==> src/rtl/adder_arbiter.sv <==
// Two-requester front end for a single shared five-bit adder.
// Round-robin grant, operands latched at grant, result returned two cycles later.

module five_bit_adder (
   input  logic [4:0] x,
   input  logic [4:0] y,
   input  logic       cin,
   output logic [4:0] sum,
   output logic       cout
);

   assign {cout, sum} = {1'b0, x} + {1'b0, y} + {5'b0, cin};

endmodule

module adder_arbiter #(
   parameter int WIDTH = 5
) (
   input  logic             clk,
   input  logic             rst_n,
   input  logic             req_a,
   input  logic             req_b,
   input  logic [WIDTH-1:0] x_a,
   input  logic [WIDTH-1:0] y_a,
   input  logic [WIDTH-1:0] x_b,
   input  logic [WIDTH-1:0] y_b,
   output logic             ack_a,
   output logic             ack_b,
   output logic [WIDTH-1:0] sum,
   output logic             carry,
   output logic             res_valid,
   output logic             res_id,
   output logic             busy
);

   typedef enum logic [1:0] {
      IDLE = 2'd0,
      ADD  = 2'd1,
      RESP = 2'd2
   } state_t;

   state_t           state;
   state_t           state_next;
   logic             grant;
   logic             grant_id;
   logic             win_id;
   logic             last_served;
   logic [WIDTH-1:0] x_lat;
   logic [WIDTH-1:0] y_lat;
   logic [WIDTH-1:0] add_sum;
   logic             add_carry;

   five_bit_adder u_adder (
      .x    (x_lat),
      .y    (y_lat),
      .cin  (1'b0),
      .sum  (add_sum),
      .cout (add_carry)
   );

   // On a tie the requester that was not granted last time wins.
   always_comb begin
      state_next = state;
      grant      = 1'b0;
      grant_id   = 1'b0;
      unique case (state)
         IDLE: begin
            if (req_a || req_b) begin
               grant      = 1'b1;
               grant_id   = (req_a && req_b) ? ~last_served : req_b;
               state_next = ADD;
            end
         end
         ADD:     state_next = RESP;
         RESP:    state_next = IDLE;
         default: state_next = IDLE;
      endcase
   end

   always_comb begin
      busy      = (state != IDLE);
      res_valid = (state == RESP);
      ack_a     = res_valid & ~win_id;
      ack_b     = res_valid & win_id;
   end

   // last_served resets to B so that A takes the first tie.
   always_ff @(posedge clk or negedge rst_n) begin
      if (!rst_n) begin
         state       <= IDLE;
         last_served <= 1'b1;
         win_id      <= 1'b0;
         x_lat       <= '0;
         y_lat       <= '0;
         sum         <= '0;
         carry       <= 1'b0;
         res_id      <= 1'b0;
      end else begin
         state <= state_next;
         if (grant) begin
            win_id      <= grant_id;
            last_served <= grant_id;
            x_lat       <= grant_id ? x_b : x_a;
            y_lat       <= grant_id ? y_b : y_a;
         end
         if (state == ADD) begin
            sum    <= add_sum;
            carry  <= add_carry;
            res_id <= win_id;
         end
      end
   end

endmodule

==> config.mk <==
export PLATFORM = sky130hd
export DESIGN_NAME = adder_arbiter
export DESIGN_NICKNAME = d
export VERILOG_FILES = /design/src/rtl/adder_arbiter.sv
export SDC_FILE = /design/constraint.sdc
export NUM_CORES = 1
export LEC_CHECK = 0
export ABC_CLOCK_PERIOD_IN_PS = 2500
export BUFFER_PORTS_ARGS = -buffer_cell sky130_fd_sc_hd__buf_2
export CORE_MARGIN = 2
export CORE_UTILIZATION = 53
export CTS_CLUSTER_SIZE = 25
export DETAILED_ROUTE_END_ITERATION = 8
export GPL_TIMING_DRIVEN = 0
export PLACE_DENSITY = 0.93
export SYNTH_ARGS = -nofsm -noshare
export SYNTH_HDL_FRONTEND = slang
export SYNTH_SLANG_ARGS = --single-unit
==> constraint.sdc <==
create_clock -name clk -period 2.5 [get_ports clk]
set_clock_uncertainty 0.05 [all_clocks]
set_input_delay 0.625 -clock clk [delete_from_list [all_inputs] [get_ports clk]]
set_output_delay 0.625 -clock clk [all_outputs]
set_load 0.1 [all_outputs]
==> results.cfg, run 1 <==
[die]
io-pin-count = 35
start_util_pct = 57.1
dieArea_um2 = 2520
die_y_um = 50.2
rows = 16
core_area_um2 = 1980
fp.dieW_um = 50.2

[clock_network]
htreeDepth = 1
clk_path_buf_depth = 2
clk_latency_ps = 300
cts_sinks = 21
root_buffer = clkbuf_4
cts_tree = yes
post_cts_resized = 0
post-cts-setup-buffers = 0
postCtsHoldBufs = 0
path_clk_slew_ps = 110
numCtsBuffers = 3

[routing]
vias_per_cell = 5.79
ant_nets = 0
wirelength_um = 2560
wl_per_cell_um = 13.9
first_pass_iters = 4
route.detailed.drc = 0
vias = 1065
drtIter0Drc = 18

[grt]
grt_usage_pct = 23.5
grt_max_degree = 22
grt_pass1_vias = 1103
antenna_found_initial = 0
grt_overflow = 0
grt_pass1_wl_um = 4600

[logic_synthesis]
synth_flop_cell = dfrtp_1
synth_area_leaders = dfrtp_1 44%, nand3_1 10%, o2111ai_1 8.5%, ha_1 5.5%, o21ai_0 5.3%
synth_top_cell_area_share_pct = 44.2
synth_common_cells = 23 x nand3_1, 20 x dfrtp_1, 12 x o21ai_0
ys_types = 26
post-synth-top-area-cell = dfrtp_1
synth.most_common_cell = nand3_1
synth_edf_count = 0
ys_ff_latch = 21
synthArstFlopShare_pct = 100
syn_avg_cell_area_um2 = 9.52
synthesis.nets = 149
postSynthCellCount = 119
synth_area_um2 = 1130
synth_warnings = 0
yosysSeqAreaShare_pct = 46.5

[worst_setup_path]
crit_type = reg2out
reg2regPathDepth = 5
cp.arrival_ps = 1680
cp_data_required_time_ps = 1820
crit_chain = nor2_1, inv_1, clkbuf_1, buf_4
end_kind = output pin
reg2reg_to = sum[4]
crit_path_start_kind = flip-flop
cpPeakStageDelay_ps = 510
rrSetupSlack_ps = 840
crit_fanout = 10
worst-path-buf-inv = 3
critPathTopFamily = buffers and inverters
r2r_start = y_lat[0]
cp_slowest_cell = dfrtp_1

[run_status]
status = completed

[timing]
timing.setup.tns_ps = 0
rsz0062_at_grt = no
relSlewSlack_pct = 64.0
tightest_slew_ps = 538
slew_violations = 0
fin_crit_ps = 2350
fin_crit_sh_pct = 94.1
finalSetupViolCount = 0
fmax_mhz = 425
final-hold-violation-count = 0

[place]
io_buffer_count = 34
dp_hpwl_um = 2010
gp_congestion = 0.887

[finish]
areaGrowthSynthToFinish_pct = 21.9
nets = 188
num_antenna_cells = 0
drive_above_1_share_pct = 28.0

[job]
max_cap_viol_count = 0

[worst_hold_path]
hold_path.class = in2async
==> through the flow <==
step	cells	hold slack (ps)	utilization (%)	cell area, um2	setup WS (ps)
2_1_floorplan	119	279	-	1150	6.00
3_3_place_gp	180	405	68.2	1350	442
3_5_place_dp	180	410	68.2	1350	366
4_1_cts	184	210	69.5	1380	19.1
5_1_grt	184	231	69.6	1380	23.7
6_report	184	201	69.6	1380	147
==> metal layers <==
metal / track usage [%] / vias to the layer above / share of wire (%)
met5: 0 / - / 0
met4: 13.0 / 0 / 0.90
met1: 28.4 / 497 / 43
li1: - / 524 / -
met2: 39.7 / 40 / 51
met3: 3.87 / 4 / 5.2
==> sequential cells by signal (all words and copies together) (netlist names) <==
| register | count |
|---|---|
| sum | 5 |
| x_lat | 5 |
| y_lat | 5 |
| state | 2 |
| carry | 1 |
| last_served | 1 |
| res_id | 1 |
| win_id | 1 |
==> worst max path at each step <==
stage | from | to | slack, ps | cells past startpoint
after CTS | state[0] | busy | 20 | 4
final | state[0] | busy | 150 | 4
after global placement | state[0] | busy | 440 | 4
after global routing | state[0] | busy | 20 | 4
after floorplan | state[1] | ack_b | 6 | 2
after detailed placement | state[0] | busy | 370 | 4
==> cells in the final DEF (no fill, tap or decap) <==
cell       count
nor4bb_1       2
inv_1          5
a22o_1         2
o2111ai_1     11
buf_2         36
ha_1           5
nor2_1         2
dfrtp_1       20
fa_1           1
and2_1         1
or4_1          1
dfstp_2        1
a21oi_1        5
a21o_1         1
nor2b_4        2
nand3_1       23
nand4_1        1
clkbuf_4       3
buf_4          1
xnor2_1        1
clkbuf_1       5
o21ai_0       12
a2111o_1       1
a211oi_2       1
nand2_1       11
clkinv_1       1
nand2b_1       1
o221ai_1       1
==> cell type report <==
class | count | area [um2]
fillers | 159 | 602
multi-input cells | 85 | 568
well taps | 27 | 33.8
clock buffers | 4 | 26.3
inverters | 6 | 22.5
plain buffers | 7 | 30.0
flip-flops and latches | 21 | 527
repair buffers | 34 | 173
==> logic make-up (layout without fill, tap and decap cells) <==
| family | Yosys count | count (layout) | synth area share [%] |
|---|---|---|---|
| AOI/OAI and AO/OA | 34 | 34 | 21.1 |
| and+or+nand+nor | 44 | 44 | 19.7 |
| adders and majority gates | 6 | 6 | 7.29 |
| buffers and inverters | 13 | 51 | 4.64 |
| DFF | 21 | 21 | 46.5 |
| xor gates and xnor gates | 1 | 1 | 0.774 |
Power of run 1 is left out: the tool's default activity adds up to more than one toggle a clock period on the data nets, which glitch-free logic cannot reach.
==> run 2, diff against run 1 <==
- CELL_PAD_IN_SITES_DETAIL_PLACEMENT: unset -> 0
- CELL_PAD_IN_SITES_GLOBAL_PLACEMENT: unset -> 1
- CORE_UTILIZATION: 53 -> 40
- CTS_BUF_LIST: unset -> sky130_fd_sc_hd__clkbuf_8 sky130_fd_sc_hd__clkbuf_16
- PLACE_DENSITY: 0.93 -> 0.94
==> run 2 against run 1 <==
Net effect:
- die area up 30%
- sequential share of layout area down 0.58 points
- worst hold slack better by 56 ps
- global-route usage down 6.6 points
- register-to-register slack better by 20 ps
- cell count up 2.2%
==> results.cfg, run 2 (synthesis results as in run 1) <==
[worst_setup_path]
r2r_start = y_lat[0]
cp_data_required_time_ps = 1820
end_kind = output pin
reg2reg_to = sum[4]
crit_path_start_kind = flip-flop
reg2regPathDepth = 5
crit_type = reg2out
crit_cells = 4
worst-path-buf-inv = 3
cp_slowest_cell = buf_2
rrSetupSlack_ps = 860
cp.arrival_ps = 1700
cpPeakStageDelay_ps = 500
crit_chain = nor2_1, inv_1, clkbuf_1, buf_2
critPathTopFamily = buffers and inverters
cp-startpoint = state[0]
crit_fanout = 10
crit_path_end = busy

[die]
fp.dieW_um = 57.2
start_util_pct = 41.4
rows = 19
die_y_um = 57.2
dieArea_um2 = 3270
core_area_um2 = 2730
io-pin-count = 35

[finish]
nets = 188
most-common-layout-cells = 37 x buf_2, 23 x nand3_1, 20 x dfrtp_1
final_core_util_pct = 51.3
areaGrowthSynthToFinish_pct = 23.8
drive_above_1_share_pct = 28.0
layout_commonest_cell = buf_2
reg.largest.list = sum (5), x_lat (5), y_lat (5)
num_antenna_cells = 0

[place]
io_buffer_count = 34
dp_hpwl_um = 2010
gp_congestion = 0.818

[timing]
fmax_mhz = 421
rsz0062_at_grt = no
tightest_slew_ps = 504
timing.setup.tns_ps = 0
final-hold-violation-count = 0
relSlewSlack_pct = 66.3
fin_crit_ps = 2380
slew_violations = 0
finalSetupViolCount = 0
fin_crit_sh_pct = 95.1

[grt]
grt_overflow = 0
grt_use_met2_pct = 27.8
grt_max_degree = 22
antenna_found_initial = 0
busiest_layer = met2
grt_use_met3_pct = 3.40
groute.layer.met1.usage_pct = 21.5
grt_pass1_wl_um = 4280
grt_usage_pct = 16.9
grt_pass1_vias = 1029

[clock_network]
post_cts_resized = 0
numCtsBuffers = 3
clk_path_buf_depth = 2
cts_tree = yes
root_buffer = clkbuf_8
cts_sinks = 21
htreeDepth = 1
path_clk_slew_ps = 70
postCtsHoldBufs = 0
clk_latency_ps = 260
post-cts-setup-buffers = 0

[routing]
first_pass_iters = 4
vias = 1044
vias_per_cell = 5.55
wirelength_um = 2590
drtIter0Drc = 22
wl_per_cell_um = 13.8
route.detailed.drc = 0
ant_nets = 0

[worst_hold_path]
hold_path.class = in2async

[run_status]
status = completed

[job]
max_cap_viol_count = 0
run 2: how the worst min path moves through the flow:
stage	start	to	slack [ps]
after floorplan	rst_n	carry	280
after global placement	sum[1]	sum[1]	410
after detailed placement	res_id	res_id	410
after CTS	rst_n	res_id	270
after global routing	rst_n	res_id	290
final	rst_n	sum[4]	260
run 2: metrics by stage:
stage,cell area (um2),worst slack [ps],hold WS [ps],cells
floorplan,1150,6.00,279,119
global route,1400,2.85,288,188
finish,1400,123,258,188
detailed placement,1360,399,410,184
CTS,1400,101,273,188
global placement,1360,417,405,184
run 2: routing by layer:
metal  vias up  share of wire, %
met4         0              0.31
met3         2               5.4
met2        33                47
li1        528                 -
met1       481                48
met5         -                 0
run 2: final cells by class:
type	instances	area (um2)
clock buffers	3	41.3
clock inverters	1	3.75
plain buffers	7	30.0
well taps	31	38.8
inverters	6	22.5
fillers	265	1330
flip-flops and latches	21	527
repair buffers	34	170
multi-input cells	85	568
run 2: worst register-to-register path: cells and delay by family, from the launching register on:
| family | cells | cell delay, ps |
|---|---|---|
| adder cells (fa/ha/maj) | 2 | 640 |
| flip-flops | 1 | 390 |
| AO/OA/AOI/OAI | 1 | 220 |
| AND/OR/NAND/NOR | 2 | 210 |
Power of run 2 is left out for the same reason.
